## src/rtl/timer_pkg.sv

```systemverilog
// Shared constants and types for the memory-mapped down-counting timer.
package timer_pkg;

  localparam logic [31:0] TIMER_BASE_ADDR = 32'h4000_0000;

  localparam logic [7:0] OFF_CTRL     = 8'h00;
  localparam logic [7:0] OFF_INT_CLR  = 8'h04;
  localparam logic [7:0] OFF_LOAD     = 8'h08;
  localparam logic [7:0] OFF_VALUE    = 8'h0C;
  localparam logic [7:0] OFF_PRESCALE = 8'h10;
  localparam logic [7:0] OFF_STATUS   = 8'h14;
  localparam logic [7:0] OFF_MISSED   = 8'h18;

  localparam int CTRL_EN    = 0;
  localparam int CTRL_AUTO  = 1;
  localparam int CTRL_IRQEN = 2;
  localparam int CTRL_W     = 3;

  typedef enum logic [1:0] {
    IDLE    = 2'd0,
    RUN     = 2'd1,
    EXPIRED = 2'd2
  } timer_state_e;

endpackage

```

## src/rtl/timer_prescaler.sv

```systemverilog
// Programmable prescaler: emits a one-cycle tick every prescale+1 enabled cycles.
module timer_prescaler #(
  parameter int PRESCALE_W = 8
) (
  input  logic                  clk,
  input  logic                  reset,
  input  logic                  clear,
  input  logic                  enable,
  input  logic [PRESCALE_W-1:0] prescale,
  output logic                  tick
);

  localparam logic [PRESCALE_W-1:0] CNT_ONE = PRESCALE_W'(1);

  logic [PRESCALE_W-1:0] cnt_r;

  assign tick = enable && (cnt_r == prescale);

  // Prescale counter: wraps to zero on each tick, restarts on clear.
  always_ff @(posedge clk) begin
    if (reset) begin
      cnt_r <= '0;
    end else if (clear) begin
      cnt_r <= '0;
    end else if (tick) begin
      cnt_r <= '0;
    end else if (enable) begin
      cnt_r <= cnt_r + CNT_ONE;
    end else begin
      cnt_r <= cnt_r;
    end
  end

endmodule

```

## src/rtl/timer_periph.sv

```systemverilog
// Memory-mapped down-counting timer with a level interrupt held until INT_CLR.
// Define TIMER_MISSED_CNT_EN to add the saturating MISSED expiry counter at 0x18.
module timer_periph
  import timer_pkg::*;
#(
  parameter logic [31:0] BASE_ADDR  = TIMER_BASE_ADDR,
  parameter int          PRESCALE_W = 8
) (
  input  logic        clk,
  input  logic        reset,
  input  logic [31:0] addr,
  input  logic [31:0] wdata,
  output logic [31:0] rdata,
  input  logic        write_enable,
  input  logic        read_enable,
  output logic        interrupt
);

  logic                  hit_s;
  logic                  wr_s;
  logic                  rd_s;
  logic [7:0]            off_s;
  logic                  ctrl_wr_s;
  logic                  clr_wr_s;
  logic                  load_wr_s;
  logic                  pre_wr_s;
  logic                  unused_s;

  timer_state_e          state_r;
  timer_state_e          state_next_s;
  logic                  running_s;
  logic                  start_s;
  logic                  stop_s;
  logic                  tick_s;
  logic                  count_s;
  logic                  expire_s;
  logic                  oneshot_done_s;

  logic [CTRL_W-1:0]     ctrl_r;
  logic [31:0]           load_r;
  logic [31:0]           value_r;
  logic [PRESCALE_W-1:0] prescale_r;
  logic                  irq_flag_r;
  logic [31:0]           rdata_s;

  assign hit_s     = (addr[31:8] == BASE_ADDR[31:8]);
  assign off_s     = {addr[7:2], 2'b00};
  assign wr_s      = write_enable && hit_s;
  assign rd_s      = read_enable && hit_s;
  assign ctrl_wr_s = wr_s && (off_s == OFF_CTRL);
  assign clr_wr_s  = wr_s && (off_s == OFF_INT_CLR) && wdata[0];
  assign load_wr_s = wr_s && (off_s == OFF_LOAD);
  assign pre_wr_s  = wr_s && (off_s == OFF_PRESCALE);
  assign unused_s  = ^addr[1:0];

  timer_prescaler #(
    .PRESCALE_W (PRESCALE_W)
  ) u_prescaler (
    .clk      (clk),
    .reset    (reset),
    .clear    (start_s),
    .enable   (running_s),
    .prescale (prescale_r),
    .tick     (tick_s)
  );

  // A stop write in the same cycle freezes the count, so no tick acts on VALUE.
  assign count_s        = tick_s && !stop_s;
  assign expire_s       = count_s && (value_r == 32'd0);
  assign oneshot_done_s = expire_s && !ctrl_r[CTRL_AUTO];

  // FSM state register.
  always_ff @(posedge clk) begin
    if (reset) begin
      state_r <= IDLE;
    end else begin
      state_r <= state_next_s;
    end
  end

  // FSM next-state logic.
  always_comb begin
    state_next_s = state_r;
    case (state_r)
      IDLE, EXPIRED: begin
        if (start_s) begin
          state_next_s = RUN;
        end else begin
          state_next_s = state_r;
        end
      end
      RUN: begin
        if (stop_s) begin
          state_next_s = IDLE;
        end else if (oneshot_done_s) begin
          state_next_s = EXPIRED;
        end else begin
          state_next_s = RUN;
        end
      end
      default: state_next_s = IDLE;
    endcase
  end

  // FSM outputs: EN writes start from IDLE/EXPIRED, EN=0 writes stop a run.
  always_comb begin
    running_s = 1'b0;
    start_s   = 1'b0;
    stop_s    = 1'b0;
    case (state_r)
      IDLE, EXPIRED: start_s = ctrl_wr_s && wdata[CTRL_EN];
      RUN: begin
        running_s = 1'b1;
        stop_s    = ctrl_wr_s && !wdata[CTRL_EN];
      end
      default: begin
        running_s = 1'b0;
        start_s   = 1'b0;
        stop_s    = 1'b0;
      end
    endcase
  end

  // CTRL register; a one-shot expiry drops EN even against a concurrent write.
  always_ff @(posedge clk) begin
    if (reset) begin
      ctrl_r <= 3'b000;
    end else if (ctrl_wr_s) begin
      ctrl_r <= {wdata[CTRL_IRQEN], wdata[CTRL_AUTO], wdata[CTRL_EN] && !oneshot_done_s};
    end else if (oneshot_done_s) begin
      ctrl_r <= ctrl_r & 3'b110;
    end else begin
      ctrl_r <= ctrl_r;
    end
  end

  // LOAD and PRESCALE configuration registers.
  always_ff @(posedge clk) begin
    if (reset) begin
      load_r     <= 32'd0;
      prescale_r <= '0;
    end else begin
      load_r     <= load_wr_s ? wdata : load_r;
      prescale_r <= pre_wr_s ? wdata[PRESCALE_W-1:0] : prescale_r;
    end
  end

  // Down counter; reload uses LOAD as it stood before any same-cycle write.
  always_ff @(posedge clk) begin
    if (reset) begin
      value_r <= 32'd0;
    end else if (start_s) begin
      value_r <= load_r;
    end else if (count_s) begin
      if (value_r != 32'd0) begin
        value_r <= value_r - 32'd1;
      end else if (ctrl_r[CTRL_AUTO]) begin
        value_r <= load_r;
      end else begin
        value_r <= value_r;
      end
    end else begin
      value_r <= value_r;
    end
  end

  // Sticky expiry flag; a new expiry wins over a same-cycle clear.
  always_ff @(posedge clk) begin
    if (reset) begin
      irq_flag_r <= 1'b0;
    end else if (expire_s) begin
      irq_flag_r <= 1'b1;
    end else if (clr_wr_s) begin
      irq_flag_r <= 1'b0;
    end else begin
      irq_flag_r <= irq_flag_r;
    end
  end

`ifdef TIMER_MISSED_CNT_EN
  logic [7:0] missed_r;

  // Counts expiries that land on an already-pending flag, saturating at 255.
  always_ff @(posedge clk) begin
    if (reset) begin
      missed_r <= 8'd0;
    end else if (clr_wr_s) begin
      missed_r <= 8'd0;
    end else if (expire_s && irq_flag_r && (missed_r != 8'hFF)) begin
      missed_r <= missed_r + 8'd1;
    end else begin
      missed_r <= missed_r;
    end
  end
`endif

  // Read mux over pre-write register values.
  always_comb begin
    rdata_s = 32'd0;
    if (rd_s) begin
      case (off_s)
        OFF_CTRL:     rdata_s = 32'(ctrl_r);
        OFF_LOAD:     rdata_s = load_r;
        OFF_VALUE:    rdata_s = value_r;
        OFF_PRESCALE: rdata_s = 32'(prescale_r);
        OFF_STATUS:   rdata_s = {31'd0, irq_flag_r};
`ifdef TIMER_MISSED_CNT_EN
        OFF_MISSED:   rdata_s = {24'd0, missed_r};
`endif
        default:      rdata_s = 32'd0;
      endcase
    end else begin
      rdata_s = 32'd0;
    end
  end

  // Registered read data, zero whenever no in-block read was sampled.
  always_ff @(posedge clk) begin
    if (reset) begin
      rdata <= 32'd0;
    end else begin
      rdata <= rdata_s;
    end
  end

  assign interrupt = irq_flag_r && ctrl_r[CTRL_IRQEN];

endmodule
```

## config.mk

```make
export PLATFORM = sky130hd
export DESIGN_NAME = timer_periph
export DESIGN_NICKNAME = d
export VERILOG_FILES = /design/src/rtl/timer_pkg.sv /design/src/rtl/timer_prescaler.sv /design/src/rtl/timer_periph.sv
export SDC_FILE = /design/constraint.sdc
export NUM_CORES = 1
export LEC_CHECK = 0
export ABC_AREA = 1
export BUFFER_PORTS_ARGS = -buffer_cell sky130_fd_sc_hd__buf_2
export CELL_PAD_IN_SITES_DETAIL_PLACEMENT = 1
export CELL_PAD_IN_SITES_GLOBAL_PLACEMENT = 2
export CORE_ASPECT_RATIO = 1.2
export CORE_UTILIZATION = 33
export DETAILED_ROUTE_END_ITERATION = 8
export MAX_ROUTING_LAYER = met4
export PLACE_DENSITY = 0.89
export SLEW_MARGIN = 20
export SYNTH_ARGS = -nofsm -noshare
export SYNTH_HDL_FRONTEND = slang
export SYNTH_SLANG_ARGS = --single-unit
```

## constraint.sdc

```tcl
create_clock -name clk -period 4.8 [get_ports clk]
set_clock_uncertainty 0.05 [all_clocks]
set_input_delay 0.96 -clock clk [delete_from_list [all_inputs] [get_ports clk]]
set_output_delay 0.96 -clock clk [all_outputs]
set_load 0.05 [all_outputs]
```

== After elaboration in Yosys (flattened, before gate mapping) ==
Cells that the tools add are included.
Word-level totals
  flip-flop bits (word level): 118
  bits of input ports: 68
  output and inout port bits: 33
Operators by class
  add/sub/neg operators: 2
  eq/ne operators: 10
  multiplexer cells: 16
  bitwise operators: 1
  reductions and logical operators: 31
Operators by type and width (number)
  32-bit one-hot mux with 5 select lines: 1
  32-bit 2-to-1 mux: 4
  32-bit logical NOT: 1
  32-bit nonzero test: 1
  32-bit by 1-bit subtractor with 32-bit output (second input constant): 1
  24-bit by 23-bit == test with 1-bit output (second input constant): 1
  1-bit logical AND: 15
  6-bit by 2-bit == test with 1-bit output (second input constant): 2
  6-bit by 3-bit == test with 1-bit output (second input constant): 2
  8-bit by 1-bit adder with 8-bit output (second input constant): 1
  8-bit == test: 1
  8-bit logical NOT: 1
  6-bit by 1-bit == test with 1-bit output (second input constant): 1
  1-bit 2-to-1 mux: 6
  2-bit 2-to-1 mux: 3
  2-bit nonzero test: 3
  1-bit logical NOT: 4
  2-bit one-hot mux with 2 select lines: 1
  2-bit OR reduction: 2
  3-bit 2-to-1 mux: 1
  3-bit nonzero test: 1
  3-bit OR reduction: 1
  2-bit by 1-bit == test with 1-bit output (second input constant): 1
  2-bit == test (second input constant): 1
  other kinds (4): 4

== Logic depth before layout (Yosys ltp) ==
Gate-level depths: netlist of the first run.
  depth after elaboration: 12
  gate-level depth with buffers: 14
  gate-level depth less buffers: 14

== Hierarchy ==
A second synthesis of the first run with hierarchy kept.
Unflattened totals
  cells, all modules: 1037
  area, all modules: 6706.4 µm²
Modules (own cells, without submodules)
  timer_periph: times used 1, cells each 957, area each 6188.4 µm²
  timer_prescaler: times used 1, cells each 80, area each 518.0 µm²

== Worst setup path before layout of the first run ==
Ideal clock, no wire load.
  path type: input -> register
  from: in addr[15]
  to: reg load_r[4]
  setup time: 80 ps
  arrival time: 2144 ps
  slack: 2526 ps
  stages on the path: 10
  buffers on the path: 1
  cell sequence: nor2_1 -> nand2_1 -> nor2_2 -> nand3_2 -> nor2_4 -> inv_2 -> nor3_4 -> buf_6 -> nor2_1 -> a211oi_2
Between the ends
  cells in the longest elaborated chain, start to end: 3
RTL lines
  start, declared: line timer_periph.sv:11  | input logic [31:0] addr,
  24-bit by 23-bit == test with 1-bit output: line timer_periph.sv:46  | assign hit_s = (addr[31:8] == BASE_ADDR[31:8]);
  1-bit logical AND: line timer_periph.sv:48  | assign wr_s = write_enable && hit_s;
  1-bit logical AND: line timer_periph.sv:52  | assign load_wr_s = wr_s && (off_s == OFF_LOAD);
  end signal, assigned: line timer_periph.sv:143  | load_r <= load_wr_s ? wdata : load_r;
  end, declared: line timer_periph.sv:40  | logic [31:0] load_r;
No other way between the ends.
A chain may end at the register's enable or synchronous reset.

== Worst setup path in the final report of the first run ==
  from: in addr[15]
  to: reg value_r[0]
Between the ends
  cells in the longest elaborated chain, start to end: 9
  elaborated cells between the ends (all ways): 13
RTL lines
  24-bit by 23-bit == test with 1-bit output *: line timer_periph.sv:46
  1-bit logical AND *: line timer_periph.sv:48
  1-bit logical AND *: line timer_periph.sv:50  | assign ctrl_wr_s = wr_s && (off_s == OFF_CTRL);
  1-bit logical AND: line timer_periph.sv:114  | stop_s = ctrl_wr_s && !wdata[CTRL_EN];
  1-bit 2-to-1 mux: line timer_periph.sv:110  | case (state_r)
  1-bit logical NOT: line timer_periph.sv:68  | assign count_s = tick_s && !stop_s;
  1-bit logical AND: line timer_periph.sv:68
  2-bit nonzero test (no source line)
  2-bit AND reduction (no source line)
  end signal, assigned: line timer_periph.sv:153  | value_r <= load_r;
  end signal, assigned: line timer_periph.sv:156  | value_r <= value_r - 32'd1;
  end signal, assigned: line timer_periph.sv:158  | value_r <= load_r;
  end, declared: line timer_periph.sv:41  | logic [31:0] value_r;
Mark *: on every way between the ends. The rest lies on a longest branch, timed or not.

==> metrics.yaml, run 1 <==
use_met3_pct: 3.441
ys_top_cells_by_area: "dfxtp_1, nand2_1, nor2_1, nand3_1, inv_1"
antenna_found_initial: 0
finalHoldViolations: 0
row_count: 57
wl_per_cell_um: 17.09
fin_cells: 1439
p_leak_nw: 3.976
grt_overflow_total: 0
timing.rr.start: "value_r[0]"
placed_cells: 1410
avgSynthCellArea_um2: 6.339
grt_pass1_vias: 7856
syn-num-nets: 1157
final_core_util_pct: 39.80
grt_use_met1_pct: 28.96
worst_slew_pin_slew_ns: 0.9525
drcViolationCount: 0
crit_arrival_ns: 3.23
ys_ff_latch: 118
power.density_mw_per_mm2: 289.5
final.period_utilization_pct: 61.03
portBuffers: 98
yosysTopAreaCellShare_pct: 34.28
relSlewSlack_pct: 36.35
grt_pass1_wl_um: 40570
synthArstFlopShare_pct: 0
grt_use_met2_pct: 43.19
synth_commonest_cells: "nand2_1, nor2_1, dfxtp_1"
gp_congestion: 0.8826
num_antenna_cells: 0
synth.most_common_cell: "nand2_1"
cts_setup_buffers: 0
synth_ff_type: "dfxtp_1"
setup_violations: 0
coreArea_mm2: 0.02033
hp-class: "reg -> reg"
track_usage_pct: 24.84
fillCellCount: 2694
yosys_warnings: 0
crit_start: "addr[15]"
layout-drive-gt1-share_pct: 14.57
die_w_um: 133.9
synth-edff-count: 0
busiest_layer: "met2"
register_area_mm2: 0.002362
postRouteAntennaNets: 0
r2r_setup_slack_ns: 2.08
drv_cap: 0
status: "finished, final reports clean"
drt_iter0_drc: 386
postCtsHoldBufs: 0
min_from: "load_r[23]"
io_pins: 101
timing.fmax_ghz: 0.3413
synth.cell_area_mm2: 0.006890
h-tree-depth: 4
clk_latency_ns: 0.42
cts_tree: "done"
cp-end-kind: "register"
grt_max_degree: 55
cp-start-kind: "input port"
setup_tns_ns: 0
multi_input_area_mm2: 0.003925
synth_area_leader_cell: "dfxtp_1"
rsz0062_at_grt: "no"
die_area_mm2: 0.02146
ys_types: 42
dp_hpwl_um: 17040
routed_wl_um: 24600
ctsResizeCount: 0
cts_max_path_buffers: 2
drv_slew: 0
cts-root-buf: "clkbuf_16"
synth-seq-area-share_pct: 34.28
cp_max_fo: 29
crit_type: "in -> reg"
cts_inserted_buffers: 17
required_ns: 5.10
num_vias: 7448
power_mw: 2.342
area_growth_pct: 17.41
clkTransAtPathRegs_ns: 0.05
die_y_um: 160.3
firstDrtPassIters: 4
start_util_pct: 33.90
fin_crit_ns: 2.930
syn_inst: 1087
peakVddDrop_mv: 0.1906
viasPerCell: 5.176
fin_nets: 1234
clock_sinks: 118
==> power by group <==
part	internal, mW	switching, mW
sequential	0.980	0.000000000756
combinational	0.0250	0.0439
clock	0.834	0.459
total	1.84	0.503
==> cells in the final DEF (no fill, tap or decap), drive strengths merged, types with 2 or more instances in the layout <==
cell type	netlist	layout
nand2	293	293
clkinvlp	0	3
buf	28	108
bufinv	0	3
and3	2	2
inv	83	83
o21ai	43	43
a31oi	6	6
clkbuf	22	21
a21oi	30	30
nand3b	3	3
ha	2	2
nor3	9	9
or2	2	2
xnor2	2	2
xor2	16	16
a211oi	21	21
a22oi	25	25
nand3	74	74
clkinv	2	4
nand4	46	46
dfxtp	118	118
nor2	253	253
==> flip-flops by register name, summed over array words and instances, names as in the netlist <==
name / count
value_r: 32
prescale_r: 8
irq_flag_r: 1
u_prescaler.cnt_r: 8
state_r: 2
load_r: 32
rdata: 32
ctrl_r: 3
==> final cells by class <==
class / instances / share of cell area [%]
multi-input combinational: 834 / 48.52
clock inverter: 8 / 1.562
tap: 265 / 4.098
clock buffer: 21 / 5.691
timing repair buffer: 108 / 6.990
sequential: 118 / 29.20
inverter: 85 / 3.944
==> path summary, 6_finish.rpt <==
kind	end	cells after the start
setup / recovery	value_r[0]	11
hold / removal	load_r[23]	2
hold reg to reg	load_r[23]	2
setup reg to reg	value_r[12]	10
==> critical path, cell delays in order <==
cell and delay (ns):
buf_2 0.09, nor2_1 0.09, nand2_1 0.07, nor2_2 0.20, nand3_2 0.13, nor2_4 0.16
nand4_2 0.65, buf_4 0.53, nand3_1 0.13, nand2_1 0.08, nor2_1 0.11
==> cells by family (layout without fill, tap and decap cells) <==
kind of cell,after synthesis,after routing,synth area share [%]
compound gates,129,129,11.79
xor+xnor,18,18,2.288
fa+ha+maj,2,2,0.3631
buf+inv,135,222,8.861
flops,118,118,34.28
simple gates,685,685,42.42
==> per-layer routing <==
layer / wire length (um) / vias to the layer above
met3: 897 / 25
met2: 12870 / 133
met5: 0 / -
met1: 10380 / 3596
li1: - / 3694
met4: 449 / 0
==> stage by stage <==
stage	hold WS [ns]	cell area (um2)	setup slack [ns]
2_1_floorplan	0.3994	6890	2.526
3_3_place_gp	0.4210	7503	1.532
4_1_cts	0.4427	8090	1.899
5_1_grt	0.4664	8090	1.658
6_report	0.4428	8090	1.870
3_5_place_dp	0.4271	7503	1.459
(Power assumes the default switching activity.)
==> inputs of run 2 (changes only) <==
- CORE_UTILIZATION: 33 -> 28
- PLACE_DENSITY: 0.89 -> 0.81
- clock period: 4.8 -> 2.6 ns (I/O delays scaled with it)
==> run 2 against run 1 <==
Against the previous run: design area rose by 3.9%; first-iteration DRC count fell by 0.52%; die area rose by 18%; utilization fell by 4.9 points; clock power rose by 91%; sequential power rose by 85%; largest cell class unchanged; power rose by 88%; largest power group unchanged; final cell count rose by 5.4%; count of clock-buffer cells in the layout fell by 4; non-clock buffer count rose by 19; via count rose by 0.68%; routed wire length rose by 2.2%.
==> metrics.yaml, run 2 (synthesized netlist as in run 1, its figures left out) <==
coreArea_mm2: 0.02405  # +18%
cts_max_path_buffers: 2  # unchanged
status: "finished, final reports clean"
power.density_mw_per_mm2: 523.2  # +81%
row_count: 62  # +8.8%
required_ns: 2.88  # -2.22 ns
reg_top3: "load_r: 32 flops, rdata: 32 flops, value_r: 32 flops"
area_growth_pct: 21.95
grt_overflow_total: 0  # unchanged
setup_tns_ns: 0  # unchanged
num_antenna_cells: 0  # unchanged
crit_arrival_ns: 2.64  # -0.59 ns
p_clk_share_pct: 55.9  # +0.7 points
cp-start-kind: "register"
track_usage_pct: 21.34  # -3.5 points
comb_power_share_pct: 3.0  # about the same
drcViolationCount: 0  # unchanged
switchingPower_mw: 1.031  # +100%
cp-end-kind: "register"
antenna_found_initial: 0  # unchanged
dp_hpwl_um: 18390  # +7.9%
peakVddDrop_mv: 0.4021  # +110%
drv_slew: 0  # unchanged
hp-class: "in -> reg"
final_common_cell: "nand2_1"
cts_tree: "done"
worst_slew_pin_slew_ns: 0.6579  # -0.2945 ns
firstDrtPassIters: 4  # unchanged
cpPeakStageDelay_ns: 0.33  # -0.32 ns
grt_use_met2_pct: 39.44  # -3.8 points
p_sw_share_pct: 23.45  # +2.0 points
layout_common_cells: "nand2_1, nor2_1, dfxtp_1, buf_2, inv_1"
critPathTopFamily: "simple AND/OR/NAND/NOR gates"
layout-drive-gt1-share_pct: 16.30  # +1.7 points
ctsResizeCount: 0  # unchanged
crit_chain: "inv_1 > ha_1 > nand3_1 > nor3_1 > nand4_1 > nand3_2 > buf_12 > nand3_1 > nand2_1 > nor2_1"
num_vias: 7499  # +0.68%
cts-root-buf: "clkbuf_16"
cpMaxStageDelayCell: "dfxtp_1"
cts_setup_buffers: 0  # unchanged
use_met3_pct: 3.000  # -0.44 points
start_util_pct: 28.65  # -5.2 points
relSlewSlack_pct: 55.73  # +19 points
timing.fmax_ghz: 0.4243
drv_cap: 0  # unchanged
io_pins: 101  # unchanged
fin_nets: 1253  # +1.5%
clock_sinks: 118  # unchanged
routed_wl_um: 25140  # +2.2%
die_w_um: 145.2  # +8.4%
clk_latency_ns: 0.44  # +0.02 ns
cp_max_fo: 34  # +17%
clkTransAtPathRegs_ns: 0.06  # about the same
die_y_um: 173.8  # +8.5%
postRouteAntennaNets: 0  # unchanged
final.period_utilization_pct: 90.65
drt_iter0_drc: 384  # -0.52%
busiest_layer: "met2"
gp_congestion: 0.8574  # -2.9%
fillCellCount: 3160  # +17%
crit_type: "reg -> reg"
whs_ns: 0.2602  # -0.1825 ns
grt_pass1_vias: 7896  # +0.51%
seq_power_share_pct: 41.1  # -0.7 points
die_area_mm2: 0.02524  # +18%
cts_inserted_buffers: 17  # unchanged
finalHoldViolations: 0  # unchanged
cp_num_buf_inv: 2  # unchanged
p_leak_nw: 4.109  # +3.3%
fin_crit_ns: 2.357
grt_max_degree: 54  # -1.8%
p_int_mw: 3.366  # +83%
grt_pass1_wl_um: 41050  # +1.2%
grt_use_met1_pct: 22.98  # -6.0 points
postCtsHoldBufs: 0  # unchanged
portBuffers: 98  # unchanged
crit_top_cell: "nand3_1"
h-tree-depth: 4  # unchanged
rsz0062_at_grt: "no"
viasPerCell: 4.947  # -4.4%
wl_per_cell_um: 16.58  # -3.0%
setup_violations: 0  # unchanged
==> run 2: changes by cell type in the layout (fill, tap and decap cells not counted), sizes merged <==
cell    previous run  this run
clkinv             4        10
buf              108       127
inv               83        84
clkbuf            21        17
==> run 2: metal layers <==
metal,routed length [um],up-vias
met5,0,-
met4,504,0
met3,497,38
met2,13490,94
met1,10650,3637
li1,-,3730
==> run 2: cell type report <==
class / instances / area, um2 / share of cell area [%]
Clock buffer: 17 / 425.4 / 5.063
Inverter: 85 / 319.1 / 3.797
Sequential cell: 118 / 2362 / 28.11
Multi-Input combinational cell: 834 / 3920 / 46.65
Clock inverter: 15 / 180.2 / 2.144
Tap cell: 320 / 400.4 / 4.765
Timing Repair Buffer: 127 / 795.8 / 9.470
==> run 2: tightest hold or removal path, stage by stage <==
cell and delay, ns:
buf_2 0.07, nor2_1 0.03, nor2_1 0.08
==> run 2: per-stage QoR <==
step	setup slack (ns)	total power, mW	utilization [%]	std cells	instance area, um2
final	0.2432	4.397	34.94	1516	8403
after global routing	0.06289	4.531	34.94	1516	8403
after CTS	0.2192	4.442	34.94	1516	8403
after detailed placement	0.2327	1.980	32.42	1484	7797
after global placement	0.2711	1.978	32.42	1484	7797
after floorplan	0.7659	1.896	-	1087	6890
==> run 2: path summary, 6_finish.rpt <==
path                   startpoint              endpoint  slack, ns  cells past startpoint
max                    value_r[0]            value_r[9]       0.24                     10
max reg2reg            value_r[0]            value_r[9]       0.24                     10
min                      wdata[8]             load_r[8]       0.26                      3
min reg2reg  u_prescaler.cnt_r[0]  u_prescaler.cnt_r[0]       0.44                      2
==> run 2: power groups by stage <==
stage,logic [mW],registers [mW],clock network (mW)
2_1_floorplan,0.0486,1.85,0
6_report,0.131,1.81,2.46
3_3_place_gp,0.130,1.85,0
5_1_grt,0.144,1.81,2.58
3_5_place_dp,0.132,1.85,0
4_1_cts,0.133,1.81,2.50
